File: config.mk
export PLATFORM = sky130hd
export DESIGN_NAME = vend_ctrl
export DESIGN_NICKNAME = d
export VERILOG_FILES = /design/src/rtl/vend_ctrl.sv
export SDC_FILE = /design/constraint.sdc
export NUM_CORES = 1
export LEC_CHECK = 0
export ABC_AREA = 1
export BUFFER_PORTS_ARGS = -buffer_cell sky130_fd_sc_hd__buf_2
export CAP_MARGIN = 25
export CELL_PAD_IN_SITES_DETAIL_PLACEMENT = 0
export CELL_PAD_IN_SITES_GLOBAL_PLACEMENT = 1
export CORE_MARGIN = 2
export CORE_UTILIZATION = 50
export CTS_BUF_LIST = sky130_fd_sc_hd__clkbuf_4 sky130_fd_sc_hd__clkbuf_8
export CTS_CLUSTER_DIAMETER = 120
export CTS_CLUSTER_SIZE = 20
export DETAILED_ROUTE_END_ITERATION = 7
export GPL_TIMING_DRIVEN = 0
export HOLD_SLACK_MARGIN = 0.15
export PLACE_DENSITY_LB_ADDON = 0.1
export SETUP_SLACK_MARGIN = 0.4
export SYNTH_ARGS = -nofsm -noshare
export SYNTH_HDL_FRONTEND = slang
export SYNTH_SLANG_ARGS = --single-unit
export TNS_END_PERCENT = 10
File: constraint.sdc
create_clock -name clk -period 7.1 [get_ports clk]
set_clock_uncertainty 0.2 [all_clocks]
set_input_delay 0.355 -clock clk [delete_from_list [all_inputs] [get_ports clk]]
set_output_delay 0.355 -clock clk [all_outputs]
set_load 0.02 [all_outputs]
File: src/rtl/vend_ctrl.sv
// vend_ctrl: session sequencer for the vending change/dispense datapath.
// Collects coins up to a signed-safe credit cap, latches a selection, checks
// funds on confirm, then runs dispense/change or refund ready/valid handshakes.
module vend_ctrl #(
    parameter int DW      = 8,
    parameter int TIMEOUT = 200
) (
    input  logic          clk,
    input  logic          rst_n,
    input  logic          coin_valid,
    input  logic [DW-1:0] coin_value,
    output logic          coin_reject,
    input  logic          sel_valid,
    input  logic [DW-1:0] sel_price,
    input  logic [DW-1:0] sel_count,
    input  logic          confirm,
    input  logic          cancel,
    output logic [DW-1:0] total_insert,
    output logic          dispense_valid,
    output logic [DW-1:0] dispense_count,
    input  logic          dispense_ready,
    output logic          change_valid,
    output logic [DW-1:0] change_price,
    input  logic          change_ready,
    output logic          short,
    output logic          busy
);

    // Credit is capped so its top bit is always clear.
    localparam int                CAP_INT = (1 << (DW - 1)) - 1;
    localparam logic [DW:0]       CAP_W   = (DW + 1)'(CAP_INT);
    localparam logic [2*DW-1:0]   CAP_2W  = (2 * DW)'(CAP_INT);
    // Timer only needs to count 0 .. TIMEOUT-1.
    localparam int                TW      = (TIMEOUT < 2) ? 1 : $clog2(TIMEOUT);
    localparam logic [TW-1:0]     TMAX    = TW'(TIMEOUT - 1);

    typedef enum logic [2:0] {
        S_IDLE,
        S_COLLECT,
        S_CHECK,
        S_DISPENSE,
        S_CHANGE,
        S_REFUND
    } state_t;

    state_t          state_reg, state_next;
    logic [DW-1:0]   credit_reg, credit_next;
    logic [DW-1:0]   price_reg, price_next;
    logic [DW-1:0]   count_reg, count_next;
    logic            sel_have_reg, sel_have_next;
    logic [2*DW-1:0] total_reg, total_next;
    logic [DW-1:0]   amount_reg, amount_next;
    logic [TW-1:0]   timer_reg, timer_next;

    logic            coin_reject_reg, coin_reject_next;
    logic            dispense_valid_reg, dispense_valid_next;
    logic [DW-1:0]   dispense_count_reg, dispense_count_next;
    logic            change_valid_reg, change_valid_next;
    logic [DW-1:0]   change_price_reg, change_price_next;
    logic            short_reg, short_next;
    logic            busy_reg, busy_next;

    logic [DW:0]     coin_sum;
    logic            coin_fits;
    logic            coin_accept;
    logic            funds_ok;

    assign coin_sum  = {1'b0, credit_reg} + {1'b0, coin_value};
    assign coin_fits = (coin_sum <= CAP_W);
    // Overflowed totals exceed the cap and therefore any possible credit too.
    assign funds_ok  = (total_reg <= {{DW{1'b0}}, credit_reg}) && (total_reg <= CAP_2W);

    // Next-state, datapath and registered-output decode.
    always_comb begin
        state_next    = state_reg;
        credit_next   = credit_reg;
        price_next    = price_reg;
        count_next    = count_reg;
        sel_have_next = sel_have_reg;
        total_next    = total_reg;
        amount_next   = amount_reg;
        timer_next    = timer_reg;
        coin_accept   = 1'b0;
        short_next    = 1'b0;

        case (state_reg)
            S_IDLE: begin
                if (sel_valid) begin
                    price_next    = sel_price;
                    count_next    = sel_count;
                    sel_have_next = 1'b1;
                end
                if (coin_valid && coin_fits) begin
                    coin_accept = 1'b1;
                    credit_next = coin_sum[DW-1:0];
                    timer_next  = '0;
                    state_next  = S_COLLECT;
                end
            end

            S_COLLECT: begin
                if (cancel) begin
                    amount_next = credit_reg;
                    state_next  = (credit_reg != '0) ? S_REFUND : S_IDLE;
                end else if (confirm && sel_have_reg) begin
                    total_next = {{DW{1'b0}}, price_reg} * {{DW{1'b0}}, count_reg};
                    state_next = S_CHECK;
                end else begin
                    if (sel_valid) begin
                        price_next    = sel_price;
                        count_next    = sel_count;
                        sel_have_next = 1'b1;
                    end
                    if (coin_valid && coin_fits) begin
                        coin_accept = 1'b1;
                        credit_next = coin_sum[DW-1:0];
                    end
                    if (coin_valid || sel_valid) begin
                        timer_next = '0;
                    end else if (timer_reg == TMAX) begin
                        amount_next = credit_reg;
                        state_next  = (credit_reg != '0) ? S_REFUND : S_IDLE;
                    end else begin
                        timer_next = timer_reg + 1'b1;
                    end
                end
            end

            S_CHECK: begin
                if (funds_ok) begin
                    if (count_reg == '0) begin
                        amount_next = credit_reg;
                        state_next  = (credit_reg != '0) ? S_CHANGE : S_IDLE;
                    end else begin
                        amount_next = credit_reg - total_reg[DW-1:0];
                        state_next  = S_DISPENSE;
                    end
                end else begin
                    short_next  = 1'b1;
                    amount_next = credit_reg;
                    state_next  = (credit_reg != '0) ? S_REFUND : S_IDLE;
                end
            end

            S_DISPENSE: begin
                if (dispense_ready) begin
                    state_next = (amount_reg != '0) ? S_CHANGE : S_IDLE;
                end
            end

            S_CHANGE, S_REFUND: begin
                if (change_ready) begin
                    state_next = S_IDLE;
                end
            end

            default: state_next = S_IDLE;
        endcase

        // Ending a session wipes everything it accumulated.
        if (state_reg != S_IDLE && state_next == S_IDLE) begin
            credit_next   = '0;
            price_next    = '0;
            count_next    = '0;
            sel_have_next = 1'b0;
            total_next    = '0;
            amount_next   = '0;
            timer_next    = '0;
        end

        coin_reject_next    = coin_valid && !coin_accept;
        dispense_valid_next = (state_next == S_DISPENSE);
        dispense_count_next = (state_next == S_DISPENSE) ? count_next : '0;
        change_valid_next   = (state_next == S_CHANGE) || (state_next == S_REFUND);
        change_price_next   = change_valid_next ? amount_next : '0;
        busy_next           = (state_next != S_IDLE) && (state_next != S_COLLECT);
    end

    // State, datapath and output registers; reset abandons the session.
    always_ff @(posedge clk or negedge rst_n) begin
        if (!rst_n) begin
            state_reg          <= S_IDLE;
            credit_reg         <= '0;
            price_reg          <= '0;
            count_reg          <= '0;
            sel_have_reg       <= 1'b0;
            total_reg          <= '0;
            amount_reg         <= '0;
            timer_reg          <= '0;
            coin_reject_reg    <= 1'b0;
            dispense_valid_reg <= 1'b0;
            dispense_count_reg <= '0;
            change_valid_reg   <= 1'b0;
            change_price_reg   <= '0;
            short_reg          <= 1'b0;
            busy_reg           <= 1'b0;
        end else begin
            state_reg          <= state_next;
            credit_reg         <= credit_next;
            price_reg          <= price_next;
            count_reg          <= count_next;
            sel_have_reg       <= sel_have_next;
            total_reg          <= total_next;
            amount_reg         <= amount_next;
            timer_reg          <= timer_next;
            coin_reject_reg    <= coin_reject_next;
            dispense_valid_reg <= dispense_valid_next;
            dispense_count_reg <= dispense_count_next;
            change_valid_reg   <= change_valid_next;
            change_price_reg   <= change_price_next;
            short_reg          <= short_next;
            busy_reg           <= busy_next;
        end
    end

    assign coin_reject    = coin_reject_reg;
    assign total_insert   = credit_reg;
    assign dispense_valid = dispense_valid_reg;
    assign dispense_count = dispense_count_reg;
    assign change_valid   = change_valid_reg;
    assign change_price   = change_price_reg;
    assign short          = short_reg;
    assign busy           = busy_reg;

endmodule

Word-level counts from Yosys, hierarchy flattened. Cells that the tools add are included.

Register bits: 81. Bits in latches: 0. Bits in writable memories: 0. Bits in read-only memories: 0. Logic and storage cells: 120. Memories: 0.

Add/subtract/negate cells: 3. Multiply operators: 1. Divide/modulo/power cells: 0. Order comparisons: 3. Eq/ne operators: 15. Shift-type cells: 0. Multiplexer cells: 60. Bitwise logic cells: 0. Reduce and logical (&&, ||, !) cells: 23.

Operators by type and width (number): 2-to-1 mux 8 bit (27); case mux 8 bit (2 select lines) (5); 2-to-1 mux 16 bit (4); 2-to-1 mux 3 bit (12); <= comparator 16 x 7 -> 1 bit, second input constant (1); <= comparator 16 x 8 -> 1 bit (1); multiplier 8 x 8 -> 16 bit (1); nonzero test 8 bit (2); case mux 3 bit (5 select lines) (1); == test 3 bit, second input constant (4); adder 8 x 8 -> 9 bit (1); == test 3 x 2 -> 1 bit, second input constant (3); <= comparator 9 x 7 -> 1 bit, second input constant (1); 2-to-1 mux 1 bit (9); inequality test 3 bit, second input constant (3); nonzero test 3 bit (3); adder 8 x 1 -> 8 bit, second input constant (1); == test 8 bit, second input constant (1); logical NOT 8 bit (1); subtractor 8 bit (1); logical AND 1 bit (6); logical NOT 3 bit (2); AND reduction 3 bit (2); AND reduction 5 bit (1); other kinds (9) (12).

Logic depth before layout (Yosys ltp).
Depth after elaboration: 11. Depth in mapped cells: 20.

Least setup slack after synthesis. Ideal clock, no wire load.

Kind: reg-to-reg. Start: reg count_reg[7]. End: reg total_reg[13]. Arrival: 3994 ps. Required time: 6781 ps. Slack: 2787 ps. Cell stages (with the launch flop): 17. Period minus slack after synthesis: 4313 ps. Cell sequence: dfrtp_1 -> clkbuf_1 -> nand2_1 -> fa_1 -> inv_1 -> fa_1 -> fa_1 -> fa_1 -> ha_1 -> nand2_1 -> o21ai_0 -> a21oi_1 -> o21ai_0 -> xor2_1 -> nor2_1 -> a31oi_1 -> inv_1.

Cells in the longest elaborated chain, start to end: 8.

RTL lines: from (decl) (line 49) `logic [DW-1:0] count_reg, count_next;`; from (signal assigned) (line 201) `count_reg <= count_next;`; branches (longest 8 deep; another with multiplier 8 x 8 -> 16 bit); to (signal assigned) (line 203) `total_reg <= total_next;`; to (decl) (line 51) `logic [2*DW-1:0] total_reg, total_next;`.

Several ways; the timed one is not identified. The select of a mux whose other input is x is not followed. A chain may end at the register's enable or synchronous reset.

Final worst setup path.
Start: reg count_reg[4]. End: reg total_reg[13].

The elaborated chain is that of the path after synthesis.

==> flow_summary.ini <==
[logic_synthesis]
syn_area_per_cell_sq_um = 7.86
yosys_most_used_dff = sky130_fd_sc_hd__dfrtp_1
synth_enable_flop_cells = 0
synth_nets = 1010
async_reset_ff_share_pct = 100
synth.ff_latch_count = 81
ys_seq_area_share_pct = 29.3
yosys.cell_types.count = 43
warnings_synthesis = 0
synth_cells = 880
syn-cell-area_sq_um = 6920

[run]
max-cap-violations = 0

[cts]
post_cts.resized_instances = 0
root_buffer = sky130_fd_sc_hd__clkbuf_8
latest_clock_arrival_within_the_worst_skew_pair_ns = 0.37
tritoncts = built
htree_num_levels = 3
worst_setup_hold_path_clk_slew_ns = 0.09
clock-sinks = 81
cts_inserted_buffers = 9
ctsLongestPathBuffers = 2

[detailed_routing]
wl_per_cell_um = 14.8
drt-pass1-iter-count = 5
postRouteWirelength_um = 16900
dr_total_vias = 5888
ant_nets = 0
drt_drc_violations_left = 0
via_count_normalized_by_instance_count = 5.15
initialDrtViolationCount = 423

[layout]
most_used_cells_in_the_layout_excluding_fill_and_tap_cells = 189 x sky130_fd_sc_hd__nand2_1, 174 x sky130_fd_sc_hd__inv_1, 81 x sky130_fd_sc_hd__dfrtp_1, 63 x sky130_fd_sc_hd__nor2_1, 60 x sky130_fd_sc_hd__ha_1
multiInputGateArea_sq_um = 4090
largest_register_ffs = 16
n_antenna_cell = 0
share_of_layout_cells_above_drive_strength_1_pct = 11.9
seqCellArea_sq_um = 2030
area.growth.synth_to_final_pct = 12.2
nNetsFinal = 1093
num-fill-cells = 1265
final_standard_cell_utilization_of_the_core_pct = 57.9
final_common_cell = sky130_fd_sc_hd__nand2_1
final_area_sq_um = 7760

[sta]
finalMaxSlewViolations = 0
worst_slew_margin_rel_pct = 57.2
post-route-worst-setup-slack_ns = 2.15
finalSetupViolCount = 0
max_freq_mhz = 202
final-hold-violation-count = 0
grt_setup_unrepaired = no
final_min_period_over_clock_period_pct = 69.7
time_the_final_worst_path_needs_with_i_o_delays_and_setup_ns = 4.95
timing.setup.tns_ns = 0
max_slew.worst_pin.slew_ns = 0.641

[worst_setup_path]
type_of_the_worst_setup_path = reg -> reg
worst_setup_path_start_kind = flop
required_ns = 7.16
cp_data_arrival_time_ns = 5.01
cp_max_fo = 10
critPathCaptureType = flop

[die]
die_width_um = 122
initial_core_util_pct = 51.6
top_level_ports = 61
num_rows = 42
core_area_sq_um = 13400
fp.dieH_um = 122
dieArea_sq_um = 14800

[global_routing]
global_route.usage.total_pct = 24.2
grt_first_pass_wirelength_um = 28000
grt_overflow = 0
grt_max_degree = 55
grt_pass1_vias = 5682
grt_antenna_before_repair = 0

[place]
place_ws_ns = 2.23
buffer_ports.inserted = 60
gp_congestion = 0.964
place.detailed.hpwl_um = 13100
placed_area_sq_um = 7470

[power_and_ir_drop]
max_vdd_drop_uv = 155
power_density_nw_per_um2 = 392
total_leakage_power_nw = 4.45
fin_total_pwr_w = 0.00304

[status]
run_status = complete, no violations

[min_path]
holdCritPathClass = in -> reg
-- cells in the mapped netlist (8+ instances only) --
library cell / instances / area, sq um
sky130_fd_sc_hd__inv_1: 174 / 653
sky130_fd_sc_hd__a31oi_1: 9 / 56.3
sky130_fd_sc_hd__dfrtp_1: 81 / 2030
sky130_fd_sc_hd__nand3_1: 51 / 255
sky130_fd_sc_hd__clkbuf_1: 22 / 82.6
sky130_fd_sc_hd__nor2_1: 63 / 236
sky130_fd_sc_hd__nand2_1: 189 / 709
sky130_fd_sc_hd__ha_1: 60 / 751
sky130_fd_sc_hd__nand4_1: 10 / 62.6
sky130_fd_sc_hd__o21a_1: 8 / 60.1
sky130_fd_sc_hd__xnor2_1: 11 / 96.3
sky130_fd_sc_hd__o211ai_1: 9 / 67.6
sky130_fd_sc_hd__o21ai_1: 10 / 50.1
sky130_fd_sc_hd__o21ai_0: 31 / 155
sky130_fd_sc_hd__a21oi_1: 42 / 210
sky130_fd_sc_hd__a32o_1: 8 / 80.1
sky130_fd_sc_hd__fa_1: 38 / 761
-- report_power, final --
part	internal [W]	switching, W
Clock	0.000142	0.000185
Combinational	0.000704	0.00137
Sequential	0.000574	0.0000700
Total	0.00142	0.00162
-- cells by family (layout without fill, tap and decap cells) --
group / Yosys count / count (layout) / share of synthesized area (%)
flops: 81 / 81 / 29.3
fa+ha+maj: 98 / 98 / 21.8
buf+inv: 204 / 292 / 11.5
xor+xnor: 18 / 18 / 2.28
simple gates: 352 / 352 / 23.9
compound gates: 127 / 127 / 11.2
-- metrics by stage --
step                instances  hold slack, ns
CTS                      1144           0.156
detailed placement       1117           0.114
finish                   1144           0.175
floorplan                 880          -0.141
global route             1144           0.176
global placement         1116           0.280
-- what timing repair did --
action | in CTS | in global routing
hold buffers | 11 | 0
hold endpoints to repair | 91 | 0
setup buffers | 0 | 0
-- worst paths after layout --
path                          startpoint            end  slack [ns]  depth (start not counted)
max reg2reg                 count_reg[4]  total_reg[13]        2.15                         16
max                         count_reg[4]  total_reg[13]        2.15                         16
min                         sel_count[2]   count_reg[2]        0.17                          4
min reg2reg                total_reg[13]  total_reg[13]        0.30                          2
max in group asynchronous          rst_n  total_reg[14]        5.86                          3
min in group asynchronous          rst_n   timer_reg[4]        0.24                          2
-- layout make-up --
cell class | instances | area share (%)
flip-flops and latches | 81 | 26.1
inverters | 177 | 8.57
well taps | 176 | 2.84
plain buffers | 27 | 1.69
multi-input cells | 595 | 52.7
repair buffers | 72 | 5.67
clock buffers | 11 | 1.87
clock inverters | 5 | 0.516
-- critical path, stage by stage (launching register included) --
cell	delay (ns)
sky130_fd_sc_hd__dfrtp_1	0.33
sky130_fd_sc_hd__clkbuf_1	0.49
sky130_fd_sc_hd__nand2_1	0.17
sky130_fd_sc_hd__fa_1	0.57
sky130_fd_sc_hd__inv_1	0.05
sky130_fd_sc_hd__fa_1	0.49
sky130_fd_sc_hd__fa_1	0.55
sky130_fd_sc_hd__fa_1	0.53
sky130_fd_sc_hd__ha_1	0.37
sky130_fd_sc_hd__a21oi_1	0.20
sky130_fd_sc_hd__o21ai_0	0.14
sky130_fd_sc_hd__a21oi_1	0.21
sky130_fd_sc_hd__o21ai_0	0.13
sky130_fd_sc_hd__xor2_1	0.15
sky130_fd_sc_hd__nor2_1	0.06
sky130_fd_sc_hd__a31oi_1	0.14
sky130_fd_sc_hd__inv_1	0.06
-- per-layer routing --
metal	track usage (%)	vias up	wire length, um
li1	-	2939	-
met1	35.0	2795	8400
met2	37.8	137	7490
met3	4.21	17	766
met4	6.68	0	223
met5	0	-	0
Note: power is estimated with default switching activity, not from simulation.
